[src/rtl/ex_muldiv_pkg.sv]
// Shared definitions for the RV32M/RV64M multi-cycle multiply/divide unit:
// funct3 opcodes, the EX result-select code and the sequencer states.
package ex_muldiv_pkg;

    localparam logic [2:0] EXE_MUL_OP    = 3'b000;
    localparam logic [2:0] EXE_MULH_OP   = 3'b001;
    localparam logic [2:0] EXE_MULHSU_OP = 3'b010;
    localparam logic [2:0] EXE_MULHU_OP  = 3'b011;
    localparam logic [2:0] EXE_DIV_OP    = 3'b100;
    localparam logic [2:0] EXE_DIVU_OP   = 3'b101;
    localparam logic [2:0] EXE_REM_OP    = 3'b110;
    localparam logic [2:0] EXE_REMU_OP   = 3'b111;

    // EX write-back mux select that routes result_o into the pipeline
    localparam logic [2:0] EXE_RES_MULDIV = 3'b111;

    typedef enum logic [1:0] {
        IDLE  = 2'd0,
        CALC  = 2'd1,
        FIXUP = 2'd2,
        DONE  = 2'd3
    } muldiv_state_e;

    function automatic logic is_div_op(input logic [2:0] op);
        return op[2];
    endfunction

    function automatic logic a_is_signed(input logic [2:0] op);
        return (op == EXE_MULH_OP) || (op == EXE_MULHSU_OP) ||
               (op == EXE_DIV_OP)  || (op == EXE_REM_OP);
    endfunction

    function automatic logic b_is_signed(input logic [2:0] op);
        return (op == EXE_MULH_OP) || (op == EXE_DIV_OP) || (op == EXE_REM_OP);
    endfunction

endpackage

[src/rtl/ex_muldiv_if.sv]
// ID/EX-side request and EX write-back response signals of the mul/div unit.
interface ex_muldiv_if #(parameter int XLEN = 32);

    logic            start_i;
    logic [2:0]      op_i;
    logic [XLEN-1:0] a_i;
    logic [XLEN-1:0] b_i;
    logic [4:0]      wd_i;
    logic            annul_i;
    logic            stallreq_o;
    logic            valid_o;
    logic [XLEN-1:0] result_o;
    logic [4:0]      wd_o;

    modport master (
        output start_i, op_i, a_i, b_i, wd_i, annul_i,
        input  stallreq_o, valid_o, result_o, wd_o
    );

    modport slave (
        input  start_i, op_i, a_i, b_i, wd_i, annul_i,
        output stallreq_o, valid_o, result_o, wd_o
    );

endinterface

[src/rtl/ex_muldiv_step.sv]
// One combinational radix-2 step: shift-add multiply on {hi, multiplier} or
// restoring divide on {remainder, quotient}, both packed in a 2*XLEN accumulator.
module muldiv_step #(
    parameter int XLEN = 32
) (
    input  logic              is_div,
    input  logic [2*XLEN-1:0] acc_in,
    input  logic [XLEN-1:0]   operand,
    output logic [2*XLEN-1:0] acc_out
);

    logic [XLEN:0] sum;
    logic [XLEN:0] trial;
    logic [XLEN:0] diff;

    // The remainder stays below the divisor, so a borrow in diff means "restore"
    always_comb begin
        sum   = {1'b0, acc_in[2*XLEN-1:XLEN]} + {1'b0, operand};
        trial = acc_in[2*XLEN-1:XLEN-1];
        diff  = trial - {1'b0, operand};
        if (is_div) begin
            if (!diff[XLEN])
                acc_out = {diff[XLEN-1:0], acc_in[XLEN-2:0], 1'b1};
            else
                acc_out = {trial[XLEN-1:0], acc_in[XLEN-2:0], 1'b0};
        end else begin
            if (acc_in[0])
                acc_out = {sum, acc_in[XLEN-1:1]};
            else
                acc_out = {1'b0, acc_in[2*XLEN-1:XLEN], acc_in[XLEN-1:1]};
        end
    end

endmodule

[src/rtl/ex_muldiv.sv]
// Multi-cycle RV32M/RV64M execute unit: iterates on operand magnitudes,
// applies signs in FIXUP and pulses a registered result for one cycle.
module ex_muldiv
    import ex_muldiv_pkg::*;
#(
    parameter int XLEN           = 32,
    parameter int BITS_PER_CYCLE = 1
) (
    input logic        clk,
    input logic        rst,
    ex_muldiv_if.slave bus
);

    localparam int STEPS = XLEN / BITS_PER_CYCLE;
    localparam int CNT_W = $clog2(STEPS + 1);
    localparam logic [CNT_W-1:0] LAST    = CNT_W'(STEPS - 1);
    localparam logic [XLEN-1:0]  MIN_VAL = {1'b1, {(XLEN-1){1'b0}}};

    muldiv_state_e state_q, state_d;

    logic [2:0]        op_q;
    logic [4:0]        wd_q;
    logic [2*XLEN-1:0] acc_q;
    logic [2*XLEN-1:0] acc_next;
    logic [XLEN-1:0]   operand_q;
    logic [CNT_W-1:0]  cnt_q;
    logic              neg_q;
    logic              rneg_q;
    logic [XLEN-1:0]   res_q;

    logic              accept;
    logic              a_neg, b_neg;
    logic [XLEN-1:0]   mag_a, mag_b;
    logic              div_zero, overflow, special;
    logic [XLEN-1:0]   special_res;
    logic [2*XLEN-1:0] prod;
    logic [XLEN-1:0]   quo, rem;
    logic [XLEN-1:0]   fix_res;

    assign accept = bus.start_i && !bus.annul_i;

    // Request decode: magnitudes, sign flags and the results that need no iteration
    always_comb begin
        a_neg       = a_is_signed(bus.op_i) && bus.a_i[XLEN-1];
        b_neg       = b_is_signed(bus.op_i) && bus.b_i[XLEN-1];
        mag_a       = a_neg ? (~bus.a_i + 1'b1) : bus.a_i;
        mag_b       = b_neg ? (~bus.b_i + 1'b1) : bus.b_i;
        div_zero    = is_div_op(bus.op_i) && (bus.b_i == '0);
        overflow    = ((bus.op_i == EXE_DIV_OP) || (bus.op_i == EXE_REM_OP)) &&
                      (bus.a_i == MIN_VAL) && (bus.b_i == '1);
        special     = div_zero || overflow;
        special_res = '0;
        if (div_zero)
            special_res = ((bus.op_i == EXE_DIV_OP) || (bus.op_i == EXE_DIVU_OP)) ? '1 : bus.a_i;
        else if (overflow)
            special_res = (bus.op_i == EXE_DIV_OP) ? MIN_VAL : '0;
    end

    for (genvar g = 0; g < BITS_PER_CYCLE; g++) begin : gen_step
        logic [2*XLEN-1:0] stage_in;
        logic [2*XLEN-1:0] stage_out;
        if (g == 0) begin : gen_first
            assign stage_in = acc_q;
        end else begin : gen_next
            assign stage_in = gen_step[g-1].stage_out;
        end
        muldiv_step #(.XLEN(XLEN)) u_step (
            .is_div  (op_q[2]),
            .acc_in  (stage_in),
            .operand (operand_q),
            .acc_out (stage_out)
        );
    end
    assign acc_next = gen_step[BITS_PER_CYCLE-1].stage_out;

    always_comb begin
        prod = neg_q ? (~acc_q + 1'b1) : acc_q;
        quo  = acc_q[XLEN-1:0];
        rem  = acc_q[2*XLEN-1:XLEN];
        case (op_q)
            EXE_MUL_OP:                             fix_res = prod[XLEN-1:0];
            EXE_MULH_OP, EXE_MULHSU_OP, EXE_MULHU_OP: fix_res = prod[2*XLEN-1:XLEN];
            EXE_DIV_OP, EXE_DIVU_OP:                fix_res = neg_q ? (~quo + 1'b1) : quo;
            default:                                fix_res = rneg_q ? (~rem + 1'b1) : rem;
        endcase
    end

    always_ff @(posedge clk or posedge rst) begin
        if (rst) state_q <= IDLE;
        else     state_q <= state_d;
    end

    // Annul overrides every transition and withdraws the stall request at once
    always_comb begin
        state_d        = state_q;
        bus.stallreq_o = 1'b0;
        bus.valid_o    = 1'b0;
        bus.result_o   = '0;
        case (state_q)
            IDLE: begin
                if (accept) begin
                    bus.stallreq_o = 1'b1;
                    state_d        = special ? DONE : CALC;
                end
            end
            CALC: begin
                bus.stallreq_o = 1'b1;
                if (cnt_q == LAST) state_d = FIXUP;
            end
            FIXUP: begin
                bus.stallreq_o = 1'b1;
                state_d        = DONE;
            end
            DONE: begin
                bus.valid_o  = 1'b1;
                bus.result_o = res_q;
                state_d      = IDLE;
            end
            default: state_d = IDLE;
        endcase
        if (bus.annul_i) begin
            state_d        = IDLE;
            bus.stallreq_o = 1'b0;
        end
    end

    assign bus.wd_o = wd_q;

    always_ff @(posedge clk or posedge rst) begin
        if (rst) begin
            op_q      <= '0;
            wd_q      <= '0;
            acc_q     <= '0;
            operand_q <= '0;
            cnt_q     <= '0;
            neg_q     <= 1'b0;
            rneg_q    <= 1'b0;
            res_q     <= '0;
        end else begin
            case (state_q)
                IDLE: begin
                    if (accept) begin
                        op_q      <= bus.op_i;
                        wd_q      <= bus.wd_i;
                        acc_q     <= {{XLEN{1'b0}}, mag_a};
                        operand_q <= mag_b;
                        cnt_q     <= '0;
                        neg_q     <= a_neg ^ b_neg;
                        rneg_q    <= a_neg;
                        res_q     <= special_res;
                    end
                end
                CALC: begin
                    acc_q <= acc_next;
                    cnt_q <= cnt_q + 1'b1;
                end
                FIXUP:   res_q <= fix_res;
                default: ;
            endcase
        end
    end

endmodule

[src/flat_wrapper.sv]
// flat-port wrapper written by rule: the top's interface ports become plain ports
module ex_muldiv_flat import ex_muldiv_pkg::*;
#(
    parameter int XLEN           = 32,
    parameter int BITS_PER_CYCLE = 1
)
  (clk, rst, bus_start_i, bus_op_i, bus_a_i, bus_b_i, bus_wd_i, bus_annul_i, bus_stallreq_o, bus_valid_o, bus_result_o, bus_wd_o);
  ex_muldiv_if #(.XLEN(XLEN)) bus_i ();
  input logic clk;
  input logic rst;
  input wire logic [$bits(bus_i.start_i)-1:0] bus_start_i;
  input wire logic [$bits(bus_i.op_i)-1:0] bus_op_i;
  input wire logic [$bits(bus_i.a_i)-1:0] bus_a_i;
  input wire logic [$bits(bus_i.b_i)-1:0] bus_b_i;
  input wire logic [$bits(bus_i.wd_i)-1:0] bus_wd_i;
  input wire logic [$bits(bus_i.annul_i)-1:0] bus_annul_i;
  output wire logic [$bits(bus_i.stallreq_o)-1:0] bus_stallreq_o;
  output wire logic [$bits(bus_i.valid_o)-1:0] bus_valid_o;
  output wire logic [$bits(bus_i.result_o)-1:0] bus_result_o;
  output wire logic [$bits(bus_i.wd_o)-1:0] bus_wd_o;
  assign bus_i.start_i = bus_start_i;
  assign bus_i.op_i = bus_op_i;
  assign bus_i.a_i = bus_a_i;
  assign bus_i.b_i = bus_b_i;
  assign bus_i.wd_i = bus_wd_i;
  assign bus_i.annul_i = bus_annul_i;
  assign bus_stallreq_o = bus_i.stallreq_o;
  assign bus_valid_o = bus_i.valid_o;
  assign bus_result_o = bus_i.result_o;
  assign bus_wd_o = bus_i.wd_o;
  ex_muldiv #(.XLEN(XLEN), .BITS_PER_CYCLE(BITS_PER_CYCLE)) u_core (.clk(clk), .rst(rst), .bus(bus_i));
endmodule
[config.mk]
export PLATFORM = sky130hd
export DESIGN_NAME = ex_muldiv_flat
export DESIGN_NICKNAME = d
export VERILOG_FILES = /design/src/rtl/ex_muldiv_pkg.sv /design/src/rtl/ex_muldiv_if.sv /design/src/rtl/ex_muldiv_step.sv /design/src/rtl/ex_muldiv.sv /design/src/flat_wrapper.sv
export SDC_FILE = /design/constraint.sdc
export NUM_CORES = 1
export LEC_CHECK = 0
export CAP_MARGIN = 30
export CORE_ASPECT_RATIO = 0.5
export CORE_UTILIZATION = 60
export DETAILED_ROUTE_END_ITERATION = 8
export PLACE_DENSITY = 0.83
export RECOVER_POWER = 100
export SETUP_SLACK_MARGIN = 0.1
export SLEW_MARGIN = 20
export SYNTH_ARGS = -nofsm -noshare
export SYNTH_HDL_FRONTEND = slang
export SYNTH_SLANG_ARGS = --single-unit
[constraint.sdc]
create_clock -name clk -period 6.3 [get_ports clk]
set_clock_uncertainty 0.15 [all_clocks]
set_input_delay 0.63 -clock clk [delete_from_list [all_inputs] [get_ports clk]]
set_output_delay 0.63 -clock clk [all_outputs]
set_load 0.02 [all_outputs]
[Word level (Yosys, flattened, before mapping)]
Cells that the tools add are included.
Word-level totals
  register bits: 146
  bits in latches: 0
  bits in writable memories: 0
  ROM bits: 0
  output and inout bits: 39
  logic and storage cells: 98
  memories kept: 0
Operators by class
  add/sub/neg operators: 8
  multipliers: 0
  div/mod/pow operators: 0
  magnitude comparators: 0
  equality and inequality tests: 19
  shifts and indexed selects: 0
  multiplexer cells: 29
  bitwise gates (word level): 6
  reductions and logical operators: 27
Operators by type and width (number)
  2-to-1 mux 32 bit: 10
  2-to-1 mux 64 bit: 5
  adder 32 x 1 -> 32 bit, second input constant: 4
  inverter 32 bit: 4
  case mux 64 bit (2 select lines): 1
  case mux 32 bit (3 select lines): 1
  adder 64 x 1 -> 64 bit, second input constant: 1
  == test 32 bit, second input constant: 2
  inverter 64 bit: 1
  case mux 32 bit (2 select lines): 1
  adder 32 x 32 -> 33 bit: 1
  subtractor 33 x 32 -> 33 bit: 1
  zero test 32 bit: 1
  == test 3 bit, second input constant: 5
  case mux 6 bit (2 select lines): 1
  == test 3 x 2 -> 1 bit, second input constant: 3
  logical OR 1 bit: 8
  2-to-1 mux 2 bit: 4
  case mux 2 bit (4 select lines): 1
  AND reduction 2 bit: 4
  adder 6 x 1 -> 6 bit, second input constant: 1
  == test 3 x 1 -> 1 bit, second input constant: 2
  == test 6 x 5 -> 1 bit, second input constant: 1
  logical AND 1 bit: 6
  other kinds (14): 20

[Depth between registers and ports, before layout]
  depth in word-level cells: 9
  mapped depth: 15

[Hierarchy]
A second synthesis with hierarchy kept.
Unflattened totals
  cell total of the unflattened synthesis: 2050
  area total of the unflattened synthesis: 15558.7 µm²
By module, submodules not included
  ex_muldiv: instances 1, cells an instance 1358, area each 10711.5 µm², sequential area each 3653.5 µm²
  muldiv_step: instances 1, cells an instance 692, area each 4847.1 µm², sequential area each 0.0 µm²

[Worst setup path before layout]
OpenSTA, ideal clock, no wires.
  kind: register to register
  start: reg u_core.acc_q[31]
  end: reg u_core.acc_q[50]
  setup time: 122 ps
  arrival time: 3344 ps
  required time: 6028 ps
  setup slack: 2685 ps
  cell stages (with the launch flop): 14
  period minus slack after synthesis: 3615 ps
  path through: dfrtp_1 -> inv_1 -> ha_1 -> fa_1 -> nand2b_1 -> a21o_1 -> a211o_1 -> a21bo_2 -> a21oi_1 -> o21bai_1 -> xnor2_1 -> clkbuf_1 -> nand3_1 -> a32o_1
On the way
  longest elaborated chain between the ends: 4
RTL lines
  start: declaration: RTL line ex_muldiv.sv:23  | logic [2*XLEN-1:0] acc_q;
  start signal: assignment: RTL line ex_muldiv.sv:145  | acc_q <= {{XLEN{1'b0}}, mag_a};
  start signal: assignment: RTL line ex_muldiv.sv:154  | acc_q <= acc_next;
  subtractor 33 x 32 -> 33 bit: RTL line ex_muldiv_step.sv:20  | diff = trial - {1'b0, operand};
  2-to-1 mux 64 bit: RTL line ex_muldiv_step.sv:22  | if (!diff[XLEN])
  2-to-1 mux 64 bit: RTL line ex_muldiv_step.sv:21  | if (is_div) begin
  case mux 64 bit (2 select lines): RTL line ex_muldiv.sv:140  | case (state_q)
Every way passes these cells.
A chain may end at the register's enable or synchronous reset.

[Worst setup path after layout]
  start: reg u_core.acc_q[31]
  end: reg u_core.acc_q[37]
The elaborated chain is that of the path after synthesis.

==> results.yml <==
outcome:
  violations: "capacitance limit, slew limit"
  status: "finished, violations left"
yosys:
  syn-instance-count: 1932
  synthAdderAreaFrac_pct: 6.72
  synth_cell_type_count: 78
  synth_area_mm2: 0.0146
  synthArstFlopShare_pct: 100
  synthXorXnorAreaFrac_pct: 12.3
  synth-seq-cells: 146
  synth-simple-area-share_pct: 20.3
  synth_compound_gate_area_share_pct: 26.7
  synth_most_common_cell: "nand2_1"
  synth_area_leaders: "dfrtp_1, o21ai_0, xnor2_1"
  synth_edf_count: 0
  yosys_warnings: 0
  synthMuxAreaShare_pct: 3.58
  synth_top_family_by_area: "compound AO/OA/AOI/OAI gates"
  syn-num-nets: 2085
  ys.flop_type: "dfrtp_1"
  netlist.area_leader.share_pct: 25.1
  synth_largest_area_cell: "dfrtp_1"
  synth_common_cells: "nand2_1, o21ai_0, dfrtp_1"
  syn_avg_cell_area_um2: 7.53
  yosysSeqAreaShare_pct: 25.1
drt:
  drt_wl_total_um: 46500
  routed-via-count: 15000
  drc: 0
  vias_per_cell: 6.58
  ant_nets: 0
  drtIter0Drc: 2205
  first_pass_iters: 6
  routedWlPerCell_um: 20.4
setup_path:
  worstPathCellList: "inv_1 -> ha_1 -> fa_1 -> nand2b_1 -> a21o_1 -> a211o_1 -> a21bo_2 -> a21oi_1 -> o21bai_1 -> xnor2_1 -> clkbuf_1 -> mux2i_1 -> a2111oi_0 -> a21o_1"
  critical_path_class: "reg -> reg"
  cp_slowest_cell: "clkbuf_1"
  critPathTopFamily: "compound AO/OA/AOI/OAI gates"
  cp_slowest_stage_delay_ns: 0.87
  reg2reg_depth: 14
  startpoint_type: "flop"
  cp_data_required_time_ns: 6.54
  critPathCaptureType: "flop"
  critPathMaxFanout: 17
  arrival_ns: 5.00
  path_common_cell: "a21o_1"
  rr_startpoint: "u_core.acc_q[31]"
  worstReg2RegEnd: "u_core.acc_q[37]"
  path_buf_inv: 2
  rrSetupSlack_ns: 1.55
min_path:
  whs_path_depth: 2
  hold_class: "reg -> reg"
  min-delay-start: "u_core.bus.wd_o[2]"
  whs_endpoint: "u_core.bus.wd_o[2]"
power_and_ir_drop:
  p_per_area_mw_per_mm2: 485
  leakagePower_nw: 6.88
  vdd_drop_max_v: 0.000302
place:
  place_inst: 2244
  gp_congestion: 0.995
  port_buffers: 114
  dp_hpwl_um: 33700
sta:
  fmax_ghz: 0.210
  hold_viol: 0
  fin_crit_sh_pct: 75.4
  relSlewSlack_pct: -63.8
  rsz0062_at_grt: "no"
  post-route-min-period_ns: 4.75
  hold-worst-slack_ns: 0.333
  setup_tns_ns: 0
  finalSetupViolations: 0
  slew_violations: 111
  tightest_slew_ns: 2.46
die:
  ioPinCount: 115
  dieArea_mm2: 0.0249
  fp.dieH_um: 112
  start_util_pct: 62.5
  core-area_mm2: 0.0233
  die_w_um: 222
  row_count: 39
cts:
  clkTransAtPathRegs_ns: 0.06
  clockBufferDepth: 2
  cts_buffers: 17
  cts_tree: "done"
  cts_resized: 0
  cts.sinks: 146
  htreeDepth: 4
  root_buffer: "clkbuf_16"
  postCtsSetupRepairBufs: 0
  clk_latency_ns: 0.46
  cts_hold_buf: 0
cells_and_area:
  fillers: 1940
  finalNonFillerCells: 2281
  diodes: 0
  syn2layout_area_growth_pct: 13.0
  final_core_util_pct: 70.7
  nNetsFinal: 2114
  drive_above_1_share_pct: 4.15
global_route:
  grt_pass1_wl_um: 74300
  grtUsageTotal_pct: 37.8
  grt_max_degree: 104
  grt_pass1_vias: 13400
  overflow: 0
  grt_antenna_before_repair: 0
flow_run:
  cap_viol_max_count: 2
## area by class of cell
type	instances	area, um2	share of cell area (%)
clock buffers	21	470	2.86
clock inverters	11	174	1.06
inverters	67	253	1.54
multi-input cells	1587	10200	61.7
flip-flops and latches	146	3660	22.2
well taps	307	384	2.34
repair buffers	142	1360	8.25
## worst register-to-register path: cells and delay by family, from the launching register on
kind                       cells  cell delay [ns]
AOI/OAI and AO/OA              7             1.87
xor gates and xnor gates       1             0.20
adders and majority gates      2             0.61
buffers and inverters          2             0.97
DFF                            1             0.53
muxes                          1             0.17
and+or+nand+nor                1             0.21
## registers in the layout, summed over array words and instances (netlist names)
signal	cells
u_core.neg_q	1
u_core.state_q	2
u_core.cnt_q	6
u_core.bus.wd_o	5
u_core.res_q	32
u_core.op_q	3
u_core.acc_q	64
u_core.operand_q	32
u_core.rneg_q	1
## cells by family (layout without fill, tap and decap cells)
group,Yosys count,count (layout)
AO/OA/AOI/OAI,629,629
AND/OR/NAND/NOR,626,626
XOR/XNOR,204,204
buffers and inverters,199,241
flip-flops,146,146
adder cells (fa/ha/maj),77,77
multiplexers,51,51
## through the flow
stage / setup slack (ns) / area, um2 / total power, W
2_1_floorplan: 1.60 / 14600 / 0.00543
3_5_place_dp: 1.74 / 15800 / 0.00662
6_report: 1.55 / 16400 / 0.00797
4_1_cts: 2.09 / 16400 / 0.00780
5_1_grt: 1.05 / 16400 / 0.00853
3_3_place_gp: 1.83 / 15800 / 0.00655
## worst max path at each step
stage	startpoint	to	slack (ns)	depth (start not counted)
after CTS	u_core.acc_q[31]	u_core.acc_q[55]	2.09	13
after detailed placement	bus_b_i[4]	u_core.res_q[6]	1.74	9
after global placement	bus_b_i[4]	u_core.res_q[0]	1.83	10
after global routing	rst	u_core.neg_q	1.05	4
final	u_core.acc_q[31]	u_core.acc_q[37]	1.55	14
after floorplan	rst	u_core.acc_q[0]	1.60	1
## layout by cell type (no fill, tap or decap), types with 16 or more instances in the layout
| master | count |
|---|---|
| nand2_1 | 258 |
| o21ai_0 | 252 |
| dfrtp_1 | 144 |
| nor2_1 | 123 |
| a21oi_1 | 117 |
| xnor2_1 | 116 |
| xor2_1 | 88 |
| ha_1 | 74 |
| clkdlybuf4s50_1 | 72 |
| inv_1 | 64 |
| mux2i_1 | 43 |
| dlygate4sd3_1 | 42 |
| and2_1 | 36 |
| nor3_1 | 35 |
| or3_1 | 33 |
| a21o_1 | 33 |
| o31ai_1 | 31 |
| nand3_1 | 30 |
| o211ai_1 | 26 |
| a211oi_1 | 24 |
| nand2b_1 | 21 |
| or4_1 | 19 |
| a31oi_1 | 19 |
| clkbuf_16 | 17 |
| o41ai_1 | 16 |
## per-layer routing
| metal | vias to the layer above | GRT usage (%) | routed length (um) |
|---|---|---|---|
| li1 | 6988 | - | - |
| met4 | 0 | 13.1 | 1280 |
| met5 | - | 0 | 0 |
| met1 | 7028 | 55.7 | 20400 |
| met2 | 870 | 54.0 | 19100 |
| met3 | 126 | 8.46 | 5770 |
## power breakdown
part / leakage (nW) / switching [W] / internal [W]
clock: 0.307 / 0.000450 / 0.000697
sequential: 1.87 / 0.000736 / 0.00126
combinational: 4.70 / 0.00283 / 0.00199
total: 6.88 / 0.00402 / 0.00395
Note: power is estimated with default switching activity, not from simulation.
